File: config.mk
export PLATFORM = sky130hd
export DESIGN_NAME = regfile_write_arbiter
export DESIGN_NICKNAME = d
export VERILOG_FILES = /design/src/rtl/regfile_write_arbiter.sv
export SDC_FILE = /design/constraint.sdc
export NUM_CORES = 1
export LEC_CHECK = 0
export BUFFER_PORTS_ARGS = -buffer_cell sky130_fd_sc_hd__buf_2
export CORE_ASPECT_RATIO = 0.5
export CORE_MARGIN = 5
export CORE_UTILIZATION = 38
export CTS_CLUSTER_DIAMETER = 50
export DETAILED_ROUTE_END_ITERATION = 10
export PLACE_DENSITY = 0.71
export SLEW_MARGIN = 10
export SYNTH_ARGS = -nofsm -noshare
export SYNTH_HDL_FRONTEND = slang
export SYNTH_SLANG_ARGS = --single-unit
export TNS_END_PERCENT = 10
File: constraint.sdc
create_clock -name Clk -period 3.7 [get_ports Clk]
set_input_delay 0.185 -clock Clk [delete_from_list [all_inputs] [get_ports Clk]]
set_output_delay 0.185 -clock Clk [all_outputs]
set_load 0.03 [all_outputs]
File: src/rtl/regfile_write_arbiter.sv
// Two-port writeback arbiter in front of the register file write port.
// One holding slot per port; age breaks same-register ties, round-robin otherwise.
module regfile_write_arbiter #(
  parameter int DATA_W = 32,
  parameter int ADDR_W = 5
) (
  input  logic                 Clk,
  input  logic                 Rst,
  input  logic                 req0_valid,
  input  logic [ADDR_W-1:0]    req0_reg,
  input  logic [DATA_W-1:0]    req0_data,
  output logic                 req0_ready,
  input  logic                 req1_valid,
  input  logic [ADDR_W-1:0]    req1_reg,
  input  logic [DATA_W-1:0]    req1_data,
  output logic                 req1_ready,
  output logic                 regWrite,
  output logic [ADDR_W-1:0]    writeReg,
  output logic [DATA_W-1:0]    writeData,
  output logic [2**ADDR_W-1:0] pending
);

  logic              full0, full1;
  logic [ADDR_W-1:0] reg0, reg1;
  logic [DATA_W-1:0] data0, data1;
  logic              older;
  logic              last_grant;
  logic              gnt_any, gnt_sel;
  logic              gnt0, gnt1;
  logic              fill0, fill1;

  // older: 0 = slot 0 holds the older entry
  always_comb begin
    gnt_any = full0 | full1;
    gnt_sel = 1'b0;
    if (full0 && full1)
      gnt_sel = (reg0 == reg1) ? older : !last_grant;
    else if (full1)
      gnt_sel = 1'b1;
  end

  assign gnt0 = gnt_any && !gnt_sel;
  assign gnt1 = gnt_any && gnt_sel;

  assign req0_ready = !Rst && (!full0 || gnt0);
  assign req1_ready = !Rst && (!full1 || gnt1);

  assign fill0 = req0_valid && req0_ready && (req0_reg != '0);
  assign fill1 = req1_valid && req1_ready && (req1_reg != '0);

  always_ff @(posedge Clk or posedge Rst) begin
    if (Rst) begin
      full0      <= 1'b0;
      full1      <= 1'b0;
      reg0       <= '0;
      reg1       <= '0;
      data0      <= '0;
      data1      <= '0;
      older      <= 1'b0;
      last_grant <= 1'b1;
      regWrite   <= 1'b0;
      writeReg   <= '0;
      writeData  <= '0;
    end else begin
      if (fill0) begin
        full0 <= 1'b1;
        reg0  <= req0_reg;
        data0 <= req0_data;
      end else if (gnt0) begin
        full0 <= 1'b0;
      end
      if (fill1) begin
        full1 <= 1'b1;
        reg1  <= req1_reg;
        data1 <= req1_data;
      end else if (gnt1) begin
        full1 <= 1'b0;
      end
      if (fill0)
        older <= !fill1;
      else if (fill1)
        older <= 1'b0;
      if (gnt_any) begin
        last_grant <= gnt_sel;
        regWrite   <= 1'b1;
        writeReg   <= gnt_sel ? reg1 : reg0;
        writeData  <= gnt_sel ? data1 : data0;
      end else begin
        regWrite   <= 1'b0;
      end
    end
  end

  always_comb begin
    pending = '0;
    if (full0)
      pending[reg0] = 1'b1;
    if (full1)
      pending[reg1] = 1'b1;
    if (regWrite)
      pending[writeReg] = 1'b1;
    pending[0] = 1'b0;
  end

endmodule

[After elaboration in Yosys (flattened, before gate mapping)]
Cells that the tools add are included.
Cells by class
  $lt $le $gt $ge: 6
  equality and inequality tests: 1
  muxes and demuxes: 21
  bitwise logic cells: 3
  reductions and logical operators: 25
Operators by type and width (number)
  two-way mux 32 bit: 4
  OR 32 bit: 2
  less-than comparator 5 x 6 -> 1 bit (second input constant): 3
  demux 1 bit (select 5 bit): 3
  greater-or-equal comparator 5 x 1 -> 1 bit (second input constant): 3
  two-way mux 1 bit: 13
  logical AND 1 bit: 12
  nonzero test 5 bit: 2
  logical NOT 1 bit: 6
  nonzero test 2 bit: 3
  == test 5 bit: 1
  two-way mux 5 bit: 1
  logical OR 1 bit: 2
  OR 1 bit: 1
Storage, ports and cells
  register bits: 116
  input port bits: 78

[Depth between registers and ports, before layout]
  depth in word-level cells: 10
  depth in mapped cells: 8
  mapped depth without buffers: 5

[Worst setup path before layout]
No wires, ideal clock.
  path kind: input -> output
  from: input port Rst
  to: output port req0_ready
  data arrival time: 3139 ps
  data required time: 3515 ps
  path slack: 376 ps
  stages on the path: 2
  buffers on the path: 0
  path through: inv_1 -> and2_1
On the way
  word-level cells in the longest chain between the ends: 2
RTL lines
  start, declared: line 8  | input logic Rst,
  logical NOT 1 bit (no line)
  logical AND 1 bit: line 45  | assign req0_ready = !Rst && (!full0 || gnt0);
  end, declared: line 12  | output logic req0_ready,
Every way passes these cells.

[Worst setup path in the final report]
  from: register full0
  to: output port pending[8]
On the way
  word-level cells in the longest chain between the ends: 5
RTL lines
  start, declared: line 23  | logic full0, full1;
  start signal, assigned: line 53  | full0 <= 1'b0;
  start signal, assigned: line 66  | full0 <= 1'b1;
  start signal, assigned: line 70  | full0 <= 1'b0;
  two-way mux 32 bit *: line 96  | if (full0)
  OR 32 bit (no line)
  two-way mux 32 bit *: line 98  | if (full1)
  OR 32 bit (no line)
  two-way mux 32 bit *: line 100  | if (regWrite)
  end, declared: line 20  | output logic [2**ADDR_W-1:0] pending
Mark *: on every way between the ends. The rest lies on a longest branch, timed or not.

==> flow_summary.ini <==
[pwr]
cellPowerDensity_nw_per_um2 = 643
p_leak_nw = 3.46
power.share.sequential_pct = 38.7
internal_power_mw = 3.10
peakVddDrop_uv = 236
pwr-share-clk_pct = 32.6
combPwrFrac_pct = 28.7
power.switching_mw = 1.59
swShare_pct = 33.9

[yosys]
yosysSeqAreaShare_pct = 50.0
synth_cells = 490
synth-seq-cells = 116
ys_async_sr_fraction_pct = 100
synth-compound-area-share_pct = 15.4
synth_top_area_cell = dfrtp_1
synth_top_family_by_area = compound AO/OA/AOI/OAI gates
synthFlopType = dfrtp_1
yosys-top-cells-area = dfrtp_1, mux2_2, o221a_2
yosysWarnings = 0
synth-simple-area-share_pct = 14.2
synth_xor_area_share_pct = 0.754
synth_cell_types = 51
yosys.area.top_type_share_pct = 49.6
synth_edf_count = 0
avgSynthCellArea_um2 = 11.8
post_synth_fa_ha_maj_area_fraction_pct = 0
synth_area_um2 = 5800
synth_fp_nets = 568
synthMuxAreaShare_pct = 14.9

[sta]
holdWs_ns = -0.00692
slew_headroom_pct = 29.3
hold_viol = 4
finalCritPeriodShare_pct = 85.0
tightest_slew_ns = 1.05
fmax_mhz = 318
skew_ns = 0.00857
drv_slew = 0
tns_ns = 0
fin_crit_ns = 3.14
setup_viol = 0
rsz0062_at_grt = false

[layout]
n_fill_cell = 1330
nNetsFinal = 712
multi_input_area_um2 = 2650
mostFrequentLayoutCells = buf_2, dfrtp_1, nand2_1
drive_gt1_share_pct = 46.9
diodes = 0
layout_commonest_cell = buf_2
area_delta_synth_final_pct = 25.5
regArea_um2 = 2900
fin_cells = 844
stdcell_area_um2 = 7280

[clock_tree]
clk_pin_slew_worst_paths_ns = 0.05
cts-root-buf = clkbuf_16
ctsHoldBuffers = 8
numCtsBuffers = 17
post-cts-setup-buffers = 0
cts_sinks = 116
cts_resized = 0
htreeDepth = 4
clk_latency_ns = 0.40
cts_tree = yes
clock_path_buffers = 2

[place]
io_buffers = 148
gp_congestion = 0.825
dp_hpwl_um = 10600
placedCellCount = 805
placed_cell_area_um2 = 6650

[worst_setup_path]
cp-end-kind = primary output
worstPathRequired_ns = 3.51
critPathMaxFanout = 29
worstPathArrival_ns = 2.96
worst_path_max_delay_cell = dfrtp_1
path_buf_inv = 2
worst_path_dominant_cell_family = simple AND/OR/NAND/NOR gates
max_stage_delay_ns = 0.95
crit_path_cell_trace = inv_1 > nor3_1 > a22oi_1 > nand2_1 > buf_2
crit_type = flip-flop to primary output
start_kind = flip-flop

[grt]
grt-ovfl-total = 0
grt_pass1_vias = 4844
grt_pass1_wl_um = 25400
track_usage_pct = 17.5
grt_max_degree = 72
antenna_found_initial = 0

[die]
row_count = 31
start_util_pct = 39.5
design.core.area_um2 = 14700
die_w_um = 185
die_area_um2 = 18000
die_y_um = 97.4
io_pins = 150

[route]
routed_wl_um = 15800
first_pass_iters = 5
drtIter0Drc = 378
ant_nets = 0
routedWlPerCell_um = 18.7
avgViaCountPerCell = 5.48
drc_errors = 0
num_vias = 4621

[run]
max_cap_viol_count = 0

[status]
status = finished with violations
violations = hold timing

[hold_path]
min_path_type = primary input to async pin
cells in the mapped netlist, drive strengths merged (3+ instances only):
cell type  count
clkbuf        22
a32o           6
o21ai          4
inv            7
nand2         69
and3           7
buf           18
a211o          8
xor2           3
a222oi         3
a22oi         28
nor2           8
and2          10
nor2b          3
or3           27
o221a         34
nor3           5
mux2          72
dfrtp        115
and3b          7
nor3b         12
flip-flops by register name, summed over array words and instances, names as in the netlist:
name / cells
data0: 32
last_grant: 1
reg1: 5
full1: 1
regWrite: 1
reg0: 5
full0: 1
writeReg: 5
data1: 32
writeData: 32
older: 1
layout make-up:
| class | instances | area share, % |
|---|---|---|
| clock buffers | 20 | 6.00 |
| repair buffers | 165 | 12.4 |
| multi-input cells | 327 | 36.4 |
| flip-flops and latches | 116 | 39.9 |
| inverters | 7 | 0.395 |
| clock inverters | 11 | 1.55 |
| well taps | 198 | 3.40 |
path summary, 6_finish.rpt:
kind | from | endpoint | slack [ns] | cells after the start
min in group Clk | req1_data[17] | data1[17] | 0.02 | 2
hold / removal | Rst | full0 | -0.007 | 2
setup reg to reg | full0 | data1[11] | 0.93 | 5
hold reg to reg | data1[19] | data1[19] | 0.51 | 1
max in group asynchronous | Rst | data1[28] | 2.53 | 3
setup / recovery | full0 | pending[8] | 0.56 | 5
stage by stage:
step	hold slack, ns	power, mW	utilization (%)	setup WS [ns]
global placement	0.416	3.14	45.3	0.973
CTS	0.000364	4.72	49.5	0.601
detailed placement	0.420	3.17	45.3	0.908
global route	0.00426	4.91	49.5	0.394
finish	-0.00692	4.68	49.5	0.556
floorplan	0.334	2.77	-	0.376
power by group through the flow:
stage | registers [mW] | clock network, mW | logic [mW]
finish | 1.82 | 1.53 | 1.34
global route | 1.86 | 1.61 | 1.44
CTS | 1.81 | 1.55 | 1.35
detailed placement | 1.83 | 0 | 1.34
global placement | 1.82 | 0 | 1.31
floorplan | 1.98 | 0 | 0.781
routing by layer:
metal	vias up	share of wire (%)	track usage (%)
met5	-	0	0
met4	0	1.8	6.03
met3	21	5.5	4.15
met2	151	49	28.8
met1	2337	44	22.7
li1	2112	-	-
logic make-up after synthesis:
| family | after synthesis |
|---|---|
| flops | 116 |
| other cells | 1 |
| compound gates | 95 |
| simple gates | 154 |
| mux | 72 |
| xor+xnor | 5 |
| buf+inv | 47 |
(Power assumes the default switching activity.)
